===== src/rtl/fp_mul_if.sv =====
// Operand/result handshake bundle for the pipelined floating-point multiplier.
// The master side stages operands and consumes results; the slave is the multiplier.
interface fp_mul_if #(
  parameter int EXP_W = 4,
  parameter int MAN_W = 3
);
  localparam int W = 1 + EXP_W + MAN_W;

  logic         in_valid;
  logic         in_ready;
  logic [W-1:0] a;
  logic [W-1:0] b;
  logic         out_valid;
  logic         out_ready;
  logic [W-1:0] product;
  logic [3:0]   flags;

  modport master (
    output in_valid, a, b, out_ready,
    input  in_ready, out_valid, product, flags
  );

  modport slave (
    input  in_valid, a, b, out_ready,
    output in_ready, out_valid, product, flags
  );
endinterface


===== src/rtl/fp_multiplier_pipelined.sv =====
// Three-stage valid/ready floating-point multiplier: classify/exponent, significand
// product, normalise/round/pack. Subnormals flush to zero; flags = {inv, ovf, unf, inx}.
module fp_multiplier_pipelined #(
  parameter int EXP_W = 4,
  parameter int MAN_W = 3,
  parameter int BIAS  = 2**(EXP_W-1)-1
) (
  input  logic      clk,
  input  logic      rst_n,
  fp_mul_if.slave   bus
);
  localparam int W   = 1 + EXP_W + MAN_W;
  localparam int EW2 = EXP_W + 2;
  localparam int SW  = MAN_W + 1;
  localparam int PW  = 2 * SW;
  localparam logic signed [EW2-1:0] EXP_INF = EW2'(2**EXP_W - 1);

  typedef enum logic [1:0] {SP_NONE, SP_NAN, SP_INF, SP_ZERO} special_e;

  logic adv1, adv2, adv3;

  logic             v1_q, v1_d;
  logic             sign1_q, sign1_d;
  logic [EW2-1:0]   exp1_q, exp1_d;
  special_e         spec1_q, spec1_d;
  logic [SW-1:0]    siga1_q, siga1_d, sigb1_q, sigb1_d;

  logic             v2_q, v2_d;
  logic             sign2_q, sign2_d;
  logic [EW2-1:0]   exp2_q, exp2_d;
  special_e         spec2_q, spec2_d;
  logic [PW-1:0]    prod2_q, prod2_d;

  logic             v3_q, v3_d;
  logic [W-1:0]     product_q, product_d;
  logic [3:0]       flags_q, flags_d;

  logic [EXP_W-1:0] ea, eb;
  logic [MAN_W-1:0] ma, mb;
  logic             a_nan, b_nan, a_inf, b_inf, a_zero, b_zero;
  special_e         spec_in;

  logic [PW-2:0]    norm;
  logic [MAN_W-1:0] man;
  logic             guard, sticky, rnd_up;
  logic [MAN_W:0]   man_r;
  logic [EW2-1:0]   e_u;
  logic signed [EW2-1:0] e_s;
  logic [W-1:0]     res_w;
  logic [3:0]       res_f;

  // A stage moves when it is empty or its successor is moving.
  always_comb begin
    adv3 = !v3_q || bus.out_ready;
    adv2 = !v2_q || adv3;
    adv1 = !v1_q || adv2;
  end

  assign bus.in_ready  = adv1;
  assign bus.out_valid = v3_q;
  assign bus.product   = product_q;
  assign bus.flags     = flags_q;

  assign ea = bus.a[W-2:MAN_W];
  assign eb = bus.b[W-2:MAN_W];
  assign ma = bus.a[MAN_W-1:0];
  assign mb = bus.b[MAN_W-1:0];

  always_comb begin
    a_nan  = (&ea) && (|ma);
    b_nan  = (&eb) && (|mb);
    a_inf  = (&ea) && !(|ma);
    b_inf  = (&eb) && !(|mb);
    a_zero = (ea == '0);
    b_zero = (eb == '0);
    spec_in = SP_NONE;
    if (a_nan || b_nan || (a_inf && b_zero) || (b_inf && a_zero)) spec_in = SP_NAN;
    else if (a_inf || b_inf)                                       spec_in = SP_INF;
    else if (a_zero || b_zero)                                     spec_in = SP_ZERO;
  end

  always_comb begin
    v1_d    = v1_q;
    sign1_d = sign1_q;
    exp1_d  = exp1_q;
    spec1_d = spec1_q;
    siga1_d = siga1_q;
    sigb1_d = sigb1_q;
    if (adv1) begin
      v1_d = bus.in_valid;
      if (bus.in_valid) begin
        sign1_d = bus.a[W-1] ^ bus.b[W-1];
        exp1_d  = EW2'(ea) + EW2'(eb) - EW2'(BIAS);
        spec1_d = spec_in;
        siga1_d = {1'b1, ma};
        sigb1_d = {1'b1, mb};
      end
    end
  end

  always_comb begin
    v2_d    = v2_q;
    sign2_d = sign2_q;
    exp2_d  = exp2_q;
    spec2_d = spec2_q;
    prod2_d = prod2_q;
    if (adv2) begin
      v2_d = v1_q;
      if (v1_q) begin
        sign2_d = sign1_q;
        exp2_d  = exp1_q;
        spec2_d = spec1_q;
        prod2_d = PW'(siga1_q) * PW'(sigb1_q);
      end
    end
  end

  // Product lies in [1,4); align so the hidden one is dropped and the rest is left-justified.
  always_comb begin
    norm   = prod2_q[PW-1] ? prod2_q[PW-2:0] : {prod2_q[PW-3:0], 1'b0};
    man    = norm[PW-2 -: MAN_W];
    guard  = norm[PW-2-MAN_W];
    sticky = |norm[PW-3-MAN_W:0];
    rnd_up = guard && (sticky || man[0]);
    man_r  = {1'b0, man} + (MAN_W+1)'(rnd_up);
    e_u    = exp2_q + EW2'(prod2_q[PW-1]) + EW2'(man_r[MAN_W]);
    e_s    = $signed(e_u);

    res_w = '0;
    res_f = 4'b0000;
    case (spec2_q)
      SP_NAN: begin
        res_w = {1'b0, {EXP_W{1'b1}}, 1'b1, {(MAN_W-1){1'b0}}};
        res_f = 4'b1000;
      end
      SP_INF:  res_w = {sign2_q, {EXP_W{1'b1}}, {MAN_W{1'b0}}};
      SP_ZERO: res_w = {sign2_q, {(W-1){1'b0}}};
      default: begin
        if (e_s >= EXP_INF) begin
          res_w = {sign2_q, {EXP_W{1'b1}}, {MAN_W{1'b0}}};
          res_f = 4'b0101;
        end else if (e_s <= 0) begin
          res_w = {sign2_q, {(W-1){1'b0}}};
          res_f = 4'b0011;
        end else begin
          res_w = {sign2_q, e_u[EXP_W-1:0], man_r[MAN_W-1:0]};
          res_f = {3'b000, guard || sticky};
        end
      end
    endcase
  end

  always_comb begin
    v3_d      = v3_q;
    product_d = product_q;
    flags_d   = flags_q;
    if (adv3) begin
      v3_d = v2_q;
      if (v2_q) begin
        product_d = res_w;
        flags_d   = res_f;
      end
    end
  end

  always_ff @(posedge clk or negedge rst_n) begin
    if (!rst_n) begin
      v1_q      <= 1'b0;
      sign1_q   <= 1'b0;
      exp1_q    <= '0;
      spec1_q   <= SP_NONE;
      siga1_q   <= '0;
      sigb1_q   <= '0;
      v2_q      <= 1'b0;
      sign2_q   <= 1'b0;
      exp2_q    <= '0;
      spec2_q   <= SP_NONE;
      prod2_q   <= '0;
      v3_q      <= 1'b0;
      product_q <= '0;
      flags_q   <= '0;
    end else begin
      v1_q      <= v1_d;
      sign1_q   <= sign1_d;
      exp1_q    <= exp1_d;
      spec1_q   <= spec1_d;
      siga1_q   <= siga1_d;
      sigb1_q   <= sigb1_d;
      v2_q      <= v2_d;
      sign2_q   <= sign2_d;
      exp2_q    <= exp2_d;
      spec2_q   <= spec2_d;
      prod2_q   <= prod2_d;
      v3_q      <= v3_d;
      product_q <= product_d;
      flags_q   <= flags_d;
    end
  end
endmodule


===== src/flat_wrapper.sv =====
// flat-port wrapper written by rule: the top's interface ports become plain ports
module fp_multiplier_pipelined_flat 
#(
  parameter int EXP_W = 4,
  parameter int MAN_W = 3,
  parameter int BIAS  = 2**(EXP_W-1)-1
)
  (clk, rst_n, bus_in_valid, bus_a, bus_b, bus_out_ready, bus_in_ready, bus_out_valid, bus_product, bus_flags);
  fp_mul_if #(.EXP_W(EXP_W), .MAN_W(MAN_W)) bus_i ();
  input  logic clk;
  input  logic rst_n;
  input wire logic [$bits(bus_i.in_valid)-1:0] bus_in_valid;
  input wire logic [$bits(bus_i.a)-1:0] bus_a;
  input wire logic [$bits(bus_i.b)-1:0] bus_b;
  input wire logic [$bits(bus_i.out_ready)-1:0] bus_out_ready;
  output wire logic [$bits(bus_i.in_ready)-1:0] bus_in_ready;
  output wire logic [$bits(bus_i.out_valid)-1:0] bus_out_valid;
  output wire logic [$bits(bus_i.product)-1:0] bus_product;
  output wire logic [$bits(bus_i.flags)-1:0] bus_flags;
  assign bus_i.in_valid = bus_in_valid;
  assign bus_i.a = bus_a;
  assign bus_i.b = bus_b;
  assign bus_i.out_ready = bus_out_ready;
  assign bus_in_ready = bus_i.in_ready;
  assign bus_out_valid = bus_i.out_valid;
  assign bus_product = bus_i.product;
  assign bus_flags = bus_i.flags;
  fp_multiplier_pipelined #(.EXP_W(EXP_W), .MAN_W(MAN_W), .BIAS(BIAS)) u_core (.clk(clk), .rst_n(rst_n), .bus(bus_i));
endmodule

===== config.mk =====
export PLATFORM = sky130hd
export DESIGN_NAME = fp_multiplier_pipelined_flat
export DESIGN_NICKNAME = d
export VERILOG_FILES = /design/src/rtl/fp_mul_if.sv /design/src/rtl/fp_multiplier_pipelined.sv /design/src/flat_wrapper.sv
export SDC_FILE = /design/constraint.sdc
export NUM_CORES = 1
export LEC_CHECK = 0
export CAP_MARGIN = 15
export CORE_ASPECT_RATIO = 1.2
export CORE_UTILIZATION = 58
export CTS_BUF_LIST = sky130_fd_sc_hd__clkbuf_4 sky130_fd_sc_hd__clkbuf_8
export CTS_CLUSTER_SIZE = 30
export DETAILED_ROUTE_END_ITERATION = 8
export GPL_TIMING_DRIVEN = 0
export HOLD_SLACK_MARGIN = 0.08
export PLACE_DENSITY = 0.82
export REMOVE_ABC_BUFFERS = 1
export SYNTH_ARGS = -nofsm -noshare
export SYNTH_HDL_FRONTEND = slang
export SYNTH_SLANG_ARGS = --single-unit

===== constraint.sdc =====
create_clock -name clk -period 3.63 [get_ports clk]
set_input_delay 0.363 -clock clk [delete_from_list [all_inputs] [get_ports clk]]
set_output_delay 0.363 -clock clk [all_outputs]
set_load 0.05 [all_outputs]

==> run_results.csv, run 1 <==
group,metric,value,unit
logic_synthesis,yosysWarnings,0,
grt,grt_pass1_vias,2102,
grt,grt_usage,22.3,%
finish,final_util,69.8,%
cts,cts-resized-gates,0,
power_and_ir_drop,p_per_area,697,nW/um^2
logic_synthesis,ys_async_sr_fraction,100,%
logic_synthesis,avgSynthCellArea,10.6,um^2
worst_setup_path,worstSetupPathType,"reg2reg",
floorplan,rows,28,
placement,gp_congestion,0.739,
logic_synthesis,yosysTopAreaCellShare,40.5,%
sta,min_period,3.20,ns
sta,clock_skew,0.00860,ns
power_and_ir_drop,ir_drop,0.249,mV
grt,antenna_found_initial,0,
detailed_routing,wl_per_cell,13.6,um
finish,drive_gt1_share,10.5,%
floorplan,floorplan.initialDensity,60.0,%
logic_synthesis,yosysTopAreaCell,"dfrtp_1",
sta,hold_slack,0.479,ns
finish,nets,361,
sta,tightest_slew,0.861,ns
cts,cts_max_path_buffers,2,
logic_synthesis,synth_area,2970,um^2
detailed_routing,dr.first_iter.drc_count,84,
logic_synthesis,ys_types,54,
worst_setup_path,crit_arrival,3.38,ns
logic_synthesis,synth_seq_area_share,40.5,%
sta,setup_viol,0,
grt,grt-ovfl-total,0,
sta,tns,0,ns
cts,htreeDepth,2,
cts,cts_sinks,48,
floorplan,die_w,67.3,um
power_and_ir_drop,finalPower,0.00240,W
detailed_routing,routed_wl,5.08,mm
logic_synthesis,synth_edf_count,0,
flow_run,max-cap-violations,0,
sta,final-max-slew-violation-count,0,
cts,clkTransAtPathRegs,0.08,ns
placement,hpwl,3.89,mm
power_and_ir_drop,leakagePower,1.54,nW
min_path,hp-class,"reg2reg",
sta,fin_crit_sh,88.0,%
sta,max_freq,0.313,GHz
logic_synthesis,synth_seq_cells,48,
detailed_routing,drt_pass1_iterations,4,
detailed_routing,drcViolationCount,0,
cts,cts_root_buf,"clkbuf_8",
grt,grt_pass1_wl,9.09,mm
floorplan,core,4940,um^2
worst_setup_path,cp-end-kind,"flop",
worst_setup_path,cpMaxStageDelayCell,"dfrtp_1",
floorplan,pin_count,34,
logic_synthesis,syn_inst,280,
detailed_routing,vias,2116,
finish,layout_commonest_cell,"dfrtp_1",
logic_synthesis,synth_area_leaders,"dfrtp_1 41%, ha_1 9.7%, mux2_2 7.2%, nand2_1 4.4%, fa_1 4.1%",
floorplan,die_height,80.3,um
finish,final_cell_mix,"48 x dfrtp_1, 35 x nand2_1, 32 x clkdlybuf4s50_1",
worst_setup_path,start_kind,"flop",
status,status,"finished, final reports clean",
cts,cts_setup_buffers,0,
worst_setup_path,path_cells,"mux2_2 > and3b_1 > fa_1 > ha_1 > nand3b_1 > a211oi_1 > a2bb2oi_2 > nor3_2 > a221o_1",
grt,grt_max_degree,30,
sta,rsz0062_at_grt,"false",
placement,portBuffers,33,
worst_setup_path,cp.required,3.82,ns
detailed_routing,ant_nets,0,
cts,numCtsBuffers,5,
worst_setup_path,max_stage_delay,0.57,ns
finish,area_growth,16.2,%
finish,diodes,0,
logic_synthesis,synth_ff_type,"dfrtp_1",
sta,hold_viol_final,0,
worst_setup_path,crit_fanout,10,
cts,cts_tree,"done",
sta,relSlewSlack,42.5,%
detailed_routing,vias_per_cell,5.67,
cts,clk_latency,0.30,ns
floorplan,die_area,5400,um^2
## cells in the mapped netlist, drive strengths merged, types with 2 or more instances
cell type   n
xor2        6
nand3b      3
o41ai       2
fa          6
nand2b      7
a21o        5
nor4        2
nor3        7
a31oi       3
nand2      35
xnor2       6
dfrtp      48
nor3b       3
and2       13
inv         8
a22o        2
o31ai       4
a21oi       7
ha         23
nor2        8
clkbuf      4
o21ai      13
mux2i       4
nand3       6
a211oi      3
mux2       20
and3        2
o311ai      3
buf         6
nor2b       2
o22a        4
## worst max-delay path: cells and delay by family, from the launching register on
kind / cells / cell delay [ns]
mux: 1 / 0.39
fa+ha+maj: 2 / 0.79
simple gates: 3 / 0.50
flops: 1 / 0.57
compound gates: 3 / 0.83
## sequential cells by signal, indices dropped and copies added (netlist names)
name and count:
u_core.bus.product 8, u_core.prod2_q 8, u_core.exp1_q 6, u_core.exp2_q 6, u_core.bus.flags 4, u_core.sigb1_q 4
u_core.siga1_q 3, u_core.spec1_q 2, u_core.spec2_q 2, u_core.bus.out_valid 1, u_core.sign1_q 1, u_core.sign2_q 1
u_core.v1_q 1, u_core.v2_q 1
## final cells by class
class | count | area (um^2)
clock buffers | 6 | 76.3
clock inverters | 2 | 35.0
fillers | 389 | 1490
inverters | 8 | 30.0
multi-input cells | 214 | 1670
flip-flops and latches | 48 | 1200
well taps | 60 | 75.1
repair buffers | 35 | 355
## where the power goes
part           internal (W)  switching (W)  leakage (nW)
logic              0.000512       0.000642         0.899
clock network      0.000212       0.000169        0.0586
registers          0.000701       0.000169         0.583
total               0.00143       0.000979          1.54
## metal layers
metal	GRT usage, %	vias to the layer above	wire (um)
li1	-	1072	-
met1	26.4	982	2260
met3	4.40	7	173
met5	0	-	0
met4	7.23	0	71
met2	39.3	55	2570
## final timing paths
kind                       slack [ns]           startpoint                    end  cells after the start
max                              0.43    u_core.prod2_q[7]  u_core.bus.product[2]                      9
min                              0.48  u_core.bus.flags[3]    u_core.bus.flags[3]                      2
max reg2reg                      0.43    u_core.prod2_q[7]  u_core.bus.product[2]                      9
min reg2reg                      0.48  u_core.bus.flags[3]    u_core.bus.flags[3]                      2
min in group asynchronous        0.54                rst_n  u_core.bus.product[2]                      2
max in group asynchronous        2.58                rst_n       u_core.exp2_q[2]                      3
## timing repair
| action | in CTS | in global routing |
|---|---|---|
| hold buffers | 1 | 0 |
| endpoints found under the hold margin | 19 | 0 |
| setup endpoints to repair | 0 | 0 |
## through the flow
step	std cells	setup WS, ns	area [um^2]
after floorplan	270	0.741	2910
after global placement	363	0.485	3310
after detailed placement	364	0.449	3330
after CTS	373	0.434	3450
after global routing	373	0.234	3450
final	373	0.434	3450
## logic make-up after synthesis
group,after synthesis,share of synthesized area (%)
buffers and inverters,18,3.04
xor gates and xnor gates,12,3.54
DFF,48,40.5
AOI/OAI and AO/OA,54,13.4
adders and majority gates,29,13.8
muxes,24,8.95
and+or+nand+nor,95,16.8
(Power assumes the default switching activity.)
==> inputs of run 2 (changes only) <==
- SKIP_LAST_GASP: default -> 1
==> results of run 2 <==
No change in the layout: final DEF, timing and power equal those of run 1.
==> inputs of run 3 (changes only) <==
- CORE_UTILIZATION: 58 -> 56
- CTS_BUF_LIST: sky130_fd_sc_hd__clkbuf_4 sky130_fd_sc_hd__clkbuf_8 -> default
- PLACE_DENSITY: 0.82 -> 0.8
==> run 3 against run 2 <==
Sequential power hardly changed; via count grew 1.0%; register-to-register slack worse by 0.02 ns; global-route usage fell by 1.1 points; worst setup slack worse by 0.021 ns; die area rose by 3.5%; clock skew is 0.0050 ns lower; count of clock-buffer cells in the layout is 1 lower; final cell count is 0.27% lower; highest routed layer unchanged.
==> run_results.csv, run 3 (synthesized netlist as in run 1, its figures left out) <==
group,metric,value,unit
detailed_routing,drt_pass1_iterations,4,
sta,tightest_slew,0.842,ns
status,status,"finished, final reports clean",
cts,clk_latency,0.31,ns
finish,diodes,0,
cts,cts_sinks,48,
grt,grt_max_degree,31,
worst_setup_path,cp-end-kind,"flop",
worst_setup_path,start_kind,"flop",
placement,hpwl,3.91,mm
finish,final_cell_mix,"48 x dfrtp_1, 35 x nand2_1, 32 x clkdlybuf4s50_1",
grt,grt_pass1_vias,2014,
cts,hold_buffers,1,
grt,antenna_found_initial,0,
detailed_routing,vias_per_cell,5.75,
grt,grt_usage,21.1,%
floorplan,rows,28,
cts,cts_tree,"done",
cts,cts_max_path_buffers,2,
cts,cts_root_buf,"clkbuf_8",
sta,hold_viol_final,0,
sta,clock_skew,0.00357,ns
grt,grt-ovfl-total,0,
min_path,hp-class,"reg2reg",
detailed_routing,routed_wl,5.09,mm
sta,fin_crit_sh,88.6,%
floorplan,die_height,81.7,um
grt,grt_pass1_wl,8.71,mm
finish,layout_commonest_cell,"dfrtp_1",
cts,cts_setup_buffers,0,
floorplan,core,5010,um^2
power_and_ir_drop,ir_drop,0.330,mV
detailed_routing,drcViolationCount,0,
sta,rsz0062_at_grt,"false",
power_and_ir_drop,p_per_area,716,nW/um^2
placement,portBuffers,33,
floorplan,die_area,5590,um^2
finish,final_area,3460,um^2
sta,max_freq,0.311,GHz
worst_setup_path,crit_arrival,3.42,ns
floorplan,floorplan.initialDensity,59.2,%
finish,drive_gt1_share,10.3,%
flow_run,max-cap-violations,0,
cts,numCtsBuffers,5,
detailed_routing,ant_nets,0,
sta,relSlewSlack,43.8,%
worst_setup_path,crit_fanout,10,
sta,tns,0,ns
finish,fill_cells,408,
cts,cts-resized-gates,0,
finish,area_growth,16.8,%
sta,setup_viol,0,
sta,hold_slack,0.471,ns
power_and_ir_drop,leakagePower,1.55,nW
finish,nets,361,
placement,placedInstanceArea,3330,um^2
worst_setup_path,worstSetupPathType,"reg2reg",
detailed_routing,wl_per_cell,13.7,um
cts,htreeDepth,2,
detailed_routing,vias,2138,
cts,clkTransAtPathRegs,0.09,ns
worst_setup_path,cp.required,3.83,ns
finish,final_util,69.2,%
sta,min_period,3.22,ns
sta,final-max-slew-violation-count,0,
placement,gp_congestion,0.789,
detailed_routing,dr.first_iter.drc_count,104,
floorplan,die_w,68.4,um
floorplan,pin_count,34,
## run 3: worst max-delay path, cell delays in order, from the launching register on
cell and delay (ns):
dfrtp_1 0.56, mux2_2 0.39, and3b_1 0.21, fa_1 0.47, ha_1 0.34, nand3b_1 0.20
a211oi_1 0.30, a2bb2oi_2 0.24, nor3_2 0.10, a221o_1 0.29
## run 3: final timing paths
path	to	start	slack, ns	cells past startpoint
max	u_core.bus.product[2]	u_core.prod2_q[7]	0.41	9
min	u_core.bus.product[7]	u_core.bus.product[7]	0.47	2
max reg2reg	u_core.bus.product[2]	u_core.prod2_q[7]	0.41	9
min reg2reg	u_core.bus.product[7]	u_core.bus.product[7]	0.47	2
max in group asynchronous	u_core.sigb1_q[3]	rst_n	2.60	3
min in group asynchronous	u_core.bus.product[5]	rst_n	0.52	2
## run 3: power breakdown
| group | internal, W | leakage (nW) | switching [W] | total, W |
|---|---|---|---|---|
| clock | 0.000271 | 0.0642 | 0.000182 | 0.000453 |
| sequential | 0.000701 | 0.583 | 0.000167 | 0.000868 |
| combinational | 0.000514 | 0.899 | 0.000645 | 0.00116 |
| total | 0.00149 | 1.55 | 0.000994 | 0.00248 |
## run 3: cell type report
type                       instances  area (um^2)  share of cell area (%)
inverter                           8         30.0                   0.867
clock buffer                       5         68.8                    1.99
tap                               60         75.1                    2.17
clock inverter                     2         60.1                    1.73
multi-input combinational        214         1670                    48.3
sequential                        48         1200                    34.7
timing repair buffer              35          355                    10.3
## run 3: routing by layer
metal	share of wire, %	track usage, %	wire, um	up-vias
li1	-	-	-	1068
met1	43	25.0	2190	1008
met2	51	36.0	2580	49
met3	3.8	5.83	192	13
met4	2.4	7.71	123	0
met5	0	0	0	-
## run 3: through the flow
step | worst slack, ns | cells | total power (W)
final | 0.412 | 372 | 0.00248
after global routing | 0.245 | 372 | 0.00267
after CTS | 0.416 | 372 | 0.00250
after detailed placement | 0.434 | 364 | 0.00204
after global placement | 0.481 | 363 | 0.00199
after floorplan | 0.741 | 270 | 0.00172
==> RTL change 1: new RTL, flow settings as in run 3 <==
Take the reset off `prod2_q` and load it in a clocked block of its own.
--- a/src/rtl/fp_multiplier_pipelined.sv
+++ b/src/rtl/fp_multiplier_pipelined.sv
@@ -175,7 +175,6 @@
       sign2_q   <= 1'b0;
       exp2_q    <= '0;
       spec2_q   <= SP_NONE;
-      prod2_q   <= '0;
       v3_q      <= 1'b0;
       product_q <= '0;
       flags_q   <= '0;
@@ -190,11 +189,14 @@
       sign2_q   <= sign2_d;
       exp2_q    <= exp2_d;
       spec2_q   <= spec2_d;
-      prod2_q   <= prod2_d;
       v3_q      <= v3_d;
       product_q <= product_d;
       flags_q   <= flags_d;
     end
   end
+
+  always_ff @(posedge clk) begin
+    prod2_q <= prod2_d;
+  end
 endmodule
 
Function: same outputs for any inputs over 10 cycles, from zero or initial values and one cycle with rst_n low; that may be too few to reach the edited logic, so the function may still have changed.
==> RTL change 1 against run 3 <==
Clock power down 27%; cell count up 1.1%; clock skew up 3.3 ps; total power down 12%; design area down 4.1%; combinational power down 13%; area after synthesis down 3.7%; routed wire length down 7.8%; highest routed layer unchanged; global-route usage down 1.2 points; sequential cell count unchanged; worst setup slack worse by 6.8 ps.
==> RTL change 1: results (changes against run 3) <==
Number of synthesized flops with an enable pin = 8 (+8)
Compound-Gate Fraction of Synth Area = 12.53% (-0.85 points)
Placed inst area = 0.003229 mm^2 (-2.9%)
Met3 usage = 4.261% (-1.6 points)
Pre-CTS WS = 419.8 ps (-14.50 ps)
Pin count of the biggest net entering global routing = 41 (+32%)
Crit-path max cell delay = 550 ps
Status = complete, no violations
Placed Cells = 368 (+1.1%)
Gate power share = 46.4% (-0.3 points)
Async SR Flop Fraction = 83.33% (-17 points)
Met1 Use GR = 22.68% (-2.3 points)
Proportion of layout cells with a drive suffix above 1 = 7.911% (-2.3 points)
Final WL = 4.687 mm (-7.8%)
Hold Crit Class = in -> async
Clk_lat worst skew = 300 ps
Sequential power = 837 uW (-3.6%)
H-Tree Depth = 2 (unchanged)
Min Hold Slack = 160.6 ps (-310.5 ps)
Largest cells by area after synthesis = dfrtp_1 35%, ha_1 10%, edfxtp_1 8.4%, nand2_1 7.0%, fa_1 4.2%
RR Endpoint = u_core.bus.product[0]
Worst-case clock skew = 6.859 ps (+3.287 ps)
Xor and xnor area share after synthesis = 3.942% (+0.40 points)
YS warnings = 0 (unchanged)
Final worst slack = 405.6 ps (-6.753 ps)
I/O Buffers = 33 (unchanged)
First-pass GRT wire length = 8.142 mm (-6.6%)
Pleak = 0.001483 uW (-4.1%)
Post-synth top cells = 53 x nand2_1, 40 x dfrtp_1, 23 x ha_1
Vias per cell = 5.529 (-3.8%)
Synth Area in Adders = 14.28% (+0.52 points)
GPL Wtd Cong = 0.8197 (+3.9%)
Via count of the first global-routing pass = 1946 (-3.4%)
CTS Buffer Depth = 2 (unchanged)
Sw frac = 40.23% (+0.17 points)
Reg2reg start = u_core.prod2_q[7]
Critical path peak fanout = 8 (-2)
GRT Total Usage = 19.87% (-1.2 points)
Reg power frac = 38.4% (+3.4 points)
DR vias = 2079 (-2.8%)
Worst Path Arrival = 3440 ps (+20 ps)
Peak supply drop = 0.3120 mV (-5.3%)
Cell at the slowest stage of the critical path = or4_4
Nets@finish = 364 (+0.83%)
Top Family by Delay on Critical Path = simple AND/OR/NAND/NOR gates
Register area share after synthesis = 43.45% (+2.9 points)
Dpl hpwl = 3.630 mm (-7.2%)
Synthesized area per cell = 10.13 um^2 (-4.4%)
Post-CTS Resized = 0 (unchanged)
GR Layer Usage met2 = 35.60% (-0.38 points)
DRT iter0 DRCs = 71 (-32%)
Yosys cell types = 52 (-3.7%)
Mux cell area share after synthesis = 3.855% (-5.1 points)
Worst Max-Slew Pin Slew = 854.0 ps (+12.50 ps)
First-pass DRT Iterations = 4 (unchanged)
## RTL change 1: changes by cell type after synthesis, sizes merged, moves of 3 or more
cell    before  now
mux2        20    8
nor3         7    4
buf          6    1
a21oi        7   16
a211oi       3    0
edfxtp       0    8
o22a         4    0
dfrtp       48   40
nand2       35   53
## RTL change 1: kinds of logic after synthesis
family / after synthesis
AO/OA/AOI/OAI: 54
XOR/XNOR: 12
adder cells (fa/ha/maj): 29
buffers and inverters: 15
flip-flops: 48
multiplexers: 10
AND/OR/NAND/NOR: 114
## RTL change 1: final cells by class
type                    count  area [um^2]
flip-flops and latches     48         1241
inverters                   8        30.03
clock inverters             1        7.507
repair buffers             33        325.3
multi-input cells         219         1558
fillers                   409         1582
well taps                  60        75.07
clock buffers               7        86.33
## RTL change 1: per-layer routing
layer	up-vias	share of wire [%]	wire length, um
li1	1060	-	-
met1	974	44	2073
met2	40	51	2398
met3	5	2.9	136
met4	0	1.7	78
met5	-	0	0
==> RTL change 2: new RTL, config.mk and constraints of run 3 <==
Made on the original files. `MAN_W` is set to 3 in 3 places; all go to 6.
--- a/src/rtl/fp_mul_if.sv
+++ b/src/rtl/fp_mul_if.sv
@@ -2,7 +2,7 @@
 // The master side stages operands and consumes results; the slave is the multiplier.
 interface fp_mul_if #(
   parameter int EXP_W = 4,
-  parameter int MAN_W = 3
+  parameter int MAN_W = 6
 );
   localparam int W = 1 + EXP_W + MAN_W;
 
--- a/src/rtl/fp_multiplier_pipelined.sv
+++ b/src/rtl/fp_multiplier_pipelined.sv
@@ -2,7 +2,7 @@
 // product, normalise/round/pack. Subnormals flush to zero; flags = {inv, ovf, unf, inx}.
 module fp_multiplier_pipelined #(
   parameter int EXP_W = 4,
-  parameter int MAN_W = 3,
+  parameter int MAN_W = 6,
   parameter int BIAS  = 2**(EXP_W-1)-1
 ) (
   input  logic      clk,
--- a/src/flat_wrapper.sv
+++ b/src/flat_wrapper.sv
@@ -2,7 +2,7 @@
 module fp_multiplier_pipelined_flat 
 #(
   parameter int EXP_W = 4,
-  parameter int MAN_W = 3,
+  parameter int MAN_W = 6,
   parameter int BIAS  = 2**(EXP_W-1)-1
 )
   (clk, rst_n, bus_in_valid, bus_a, bus_b, bus_out_ready, bus_in_ready, bus_out_valid, bus_product, bus_flags);
Ports: changed (resized bus_a, bus_b and bus_product); port bits go from 34 to 43. No check against the original RTL was run, so the function may have changed too.
==> RTL change 2 against run 3 <==
Area after synthesis grew 60%; sequential cell count increased by 15; design area grew 68%; worst setup slack lost 720 ps; the run now ends with negative setup slack left; sequential power increased by 31%; first-iteration DRC count rose by 140%; largest power group unchanged; routed wire length grew 110%; global-route usage grew 4.0 points; total power grew 120%; clock skew rose by 7.7 ps.
==> RTL change 2: results (changes against run 3) <==
I/O Buffers = 42 (+27%)
DRT iter0 DRCs = 252 (+140%)
First-pass GRT wire length = 17.16 mm (+97%)
Placed inst area = 0.005249 mm^2 (+58%)
First-pass DRT Iterations = 5 (+1)
Register area share after synthesis = 33.18% (-7.3 points)
Worst Path Arrival = 4140 ps (+720 ps)
Placed Cells = 636 (+75%)
Top FF cell, synth = dfrtp_1
Dpl hpwl = 7.479 mm (+91%)
Status = complete, but fails checks
Setup Viol. Count Final = 7 (+7)
Post-Layout Cell Count = 675 (+81%)
# fillers = 593 (+45%)
Synthesized area per cell = 9.600 um^2 (-9.4%)
Cell at the slowest stage of the critical path = fa_1
Critical path peak fanout = 6 (-4)
Total CTS buffers = 9 (+4)
Max-cap violations = 0 (unchanged)
Hold Crit Class = reg -> reg
Pleak = 0.002668 uW (+73%)
DR vias = 3799 (+78%)
H-Tree Depth = 3 (+1)
GRT Total Usage = 25.09% (+4.0 points)
Final WL = 10.84 mm (+110%)
Yosys cell types = 57 (+5.6%)
Worst-case clock skew = 11.24 ps (+7.671 ps)
Proportion of layout cells with a drive suffix above 1 = 16.93% (+6.7 points)
Post-synth top cells = 81 x nand2_1, 63 x dfrtp_1, 43 x ha_1
Largest cells by area after synthesis = dfrtp_1 33%, ha_1 11%, fa_1 11%, nand2_1 6.4%, and2_1 4.7%
Nets@finish = 652 (+81%)
Top Family by Delay on Critical Path = adder cells
Pin count of the biggest net entering global routing = 42 (+35%)
YS warnings = 0 (unchanged)
Peak supply drop = 0.5329 mV (+62%)
Reg clk slew, reported paths = 70 ps (-20 ps)
Final worst slack = -305.1 ps (-717.4 ps)
GPL Wtd Cong = 0.8413 (+6.6%)
Crit-path max cell delay = 530 ps (-30 ps)
Failing checks = negative setup slack
Worst slew margin = 32.78% (-11 points)
Clk_lat worst skew = 350 ps (+40 ps)
RTL change 2: cell types whose count changed after synthesis, moves of 15 or more:
cell and change:
fa_1 +20, nand2_1 +46, ha_1 +20, and2_1 +23
dfrtp_1 +15, inv_1 +27
RTL change 2: kinds of logic after synthesis:
group,share of synthesized area [%]
fa+ha+maj,22.27
flops,33.18
buf+inv,4.476
compound gates,13.03
simple gates,19.38
mux,3.976
xor+xnor,3.686
RTL change 2: worst register-to-register path, stage by stage (launching register included):
cell	delay, ps
dfrtp_2	460
and2_4	160
fa_1	530
inv_1	50
fa_1	470
inv_1	50
fa_1	500
fa_2	460
ha_4	290
o21a_1	190
and4_4	250
nand4_1	110
mux2i_1	170
o2111ai_1	110
RTL change 2: where the power goes:
part           total (uW)  switching, uW  internal (uW)  leakage [uW]
registers            1140            215            927      0.000757
clock network         620            270            350     0.0000985
logic                3780           2010           1770       0.00181
total                5540           2500           3050       0.00267
RTL change 2: per-stage QoR:
stage               setup TNS [ps]  setup slack [ps]  utilization (%)  power (uW)  hold WS [ps]
finish                       -1564            -305.1            71.30        5542         466.8
global route                 -2704            -442.5            71.30        5976         485.5
CTS                         -920.3            -209.9            69.63        5066         471.2
detailed placement           -3151            -587.2            64.38        3955         371.1
global placement             -2975            -548.6            64.20        3835         452.1
floorplan                    -1352            -293.0                -        3270         67.41
RTL change 2: layer usage:
metal,routed length (um),share of wire (%),track usage [%],up-vias
li1,-,-,-,1829
met2,5740,53,44.81,88
met4,225,2.1,10.77,0
met5,0,0,0,-
met1,4572,42,29.65,1860
met3,303,2.8,4.724,22
RTL change 2: final timing paths:
path | startpoint | endpoint | slack (ps) | depth (start not counted)
max | u_core.siga1_q[3] | u_core.prod2_q[13] | -310 | 13
min | u_core.bus.flags[1] | u_core.bus.flags[1] | 470 | 2
max reg2reg | u_core.siga1_q[3] | u_core.prod2_q[13] | -310 | 13
min reg2reg | u_core.bus.flags[1] | u_core.bus.flags[1] | 470 | 2
max in group asynchronous | rst_n | u_core.sigb1_q[6] | 2490 | 3
min in group asynchronous | rst_n | u_core.prod2_q[11] | 520 | 2
RTL change 2: area by class of cell:
cell class | instances | area [um^2] | share of cell area (%)
multi-input cells | 381 | 3128 | 53.81
clock inverters | 3 | 42.54 | 0.7318
repair buffers | 67 | 621.8 | 10.70
flip-flops and latches | 63 | 1592 | 27.38
clock buffers | 12 | 155.1 | 2.669
well taps | 114 | 142.6 | 2.454
inverters | 35 | 131.4 | 2.260
RTL change 2: repair_timing:
item                                    4_1_cts  5_1_grt
endpoints found under the setup margin        7        8
endpoints found under the hold margin        22        0
buffers inserted                             13       10
gates resized for setup                      27       19
pin swaps                                    15       14
hold buffers                                  1        0
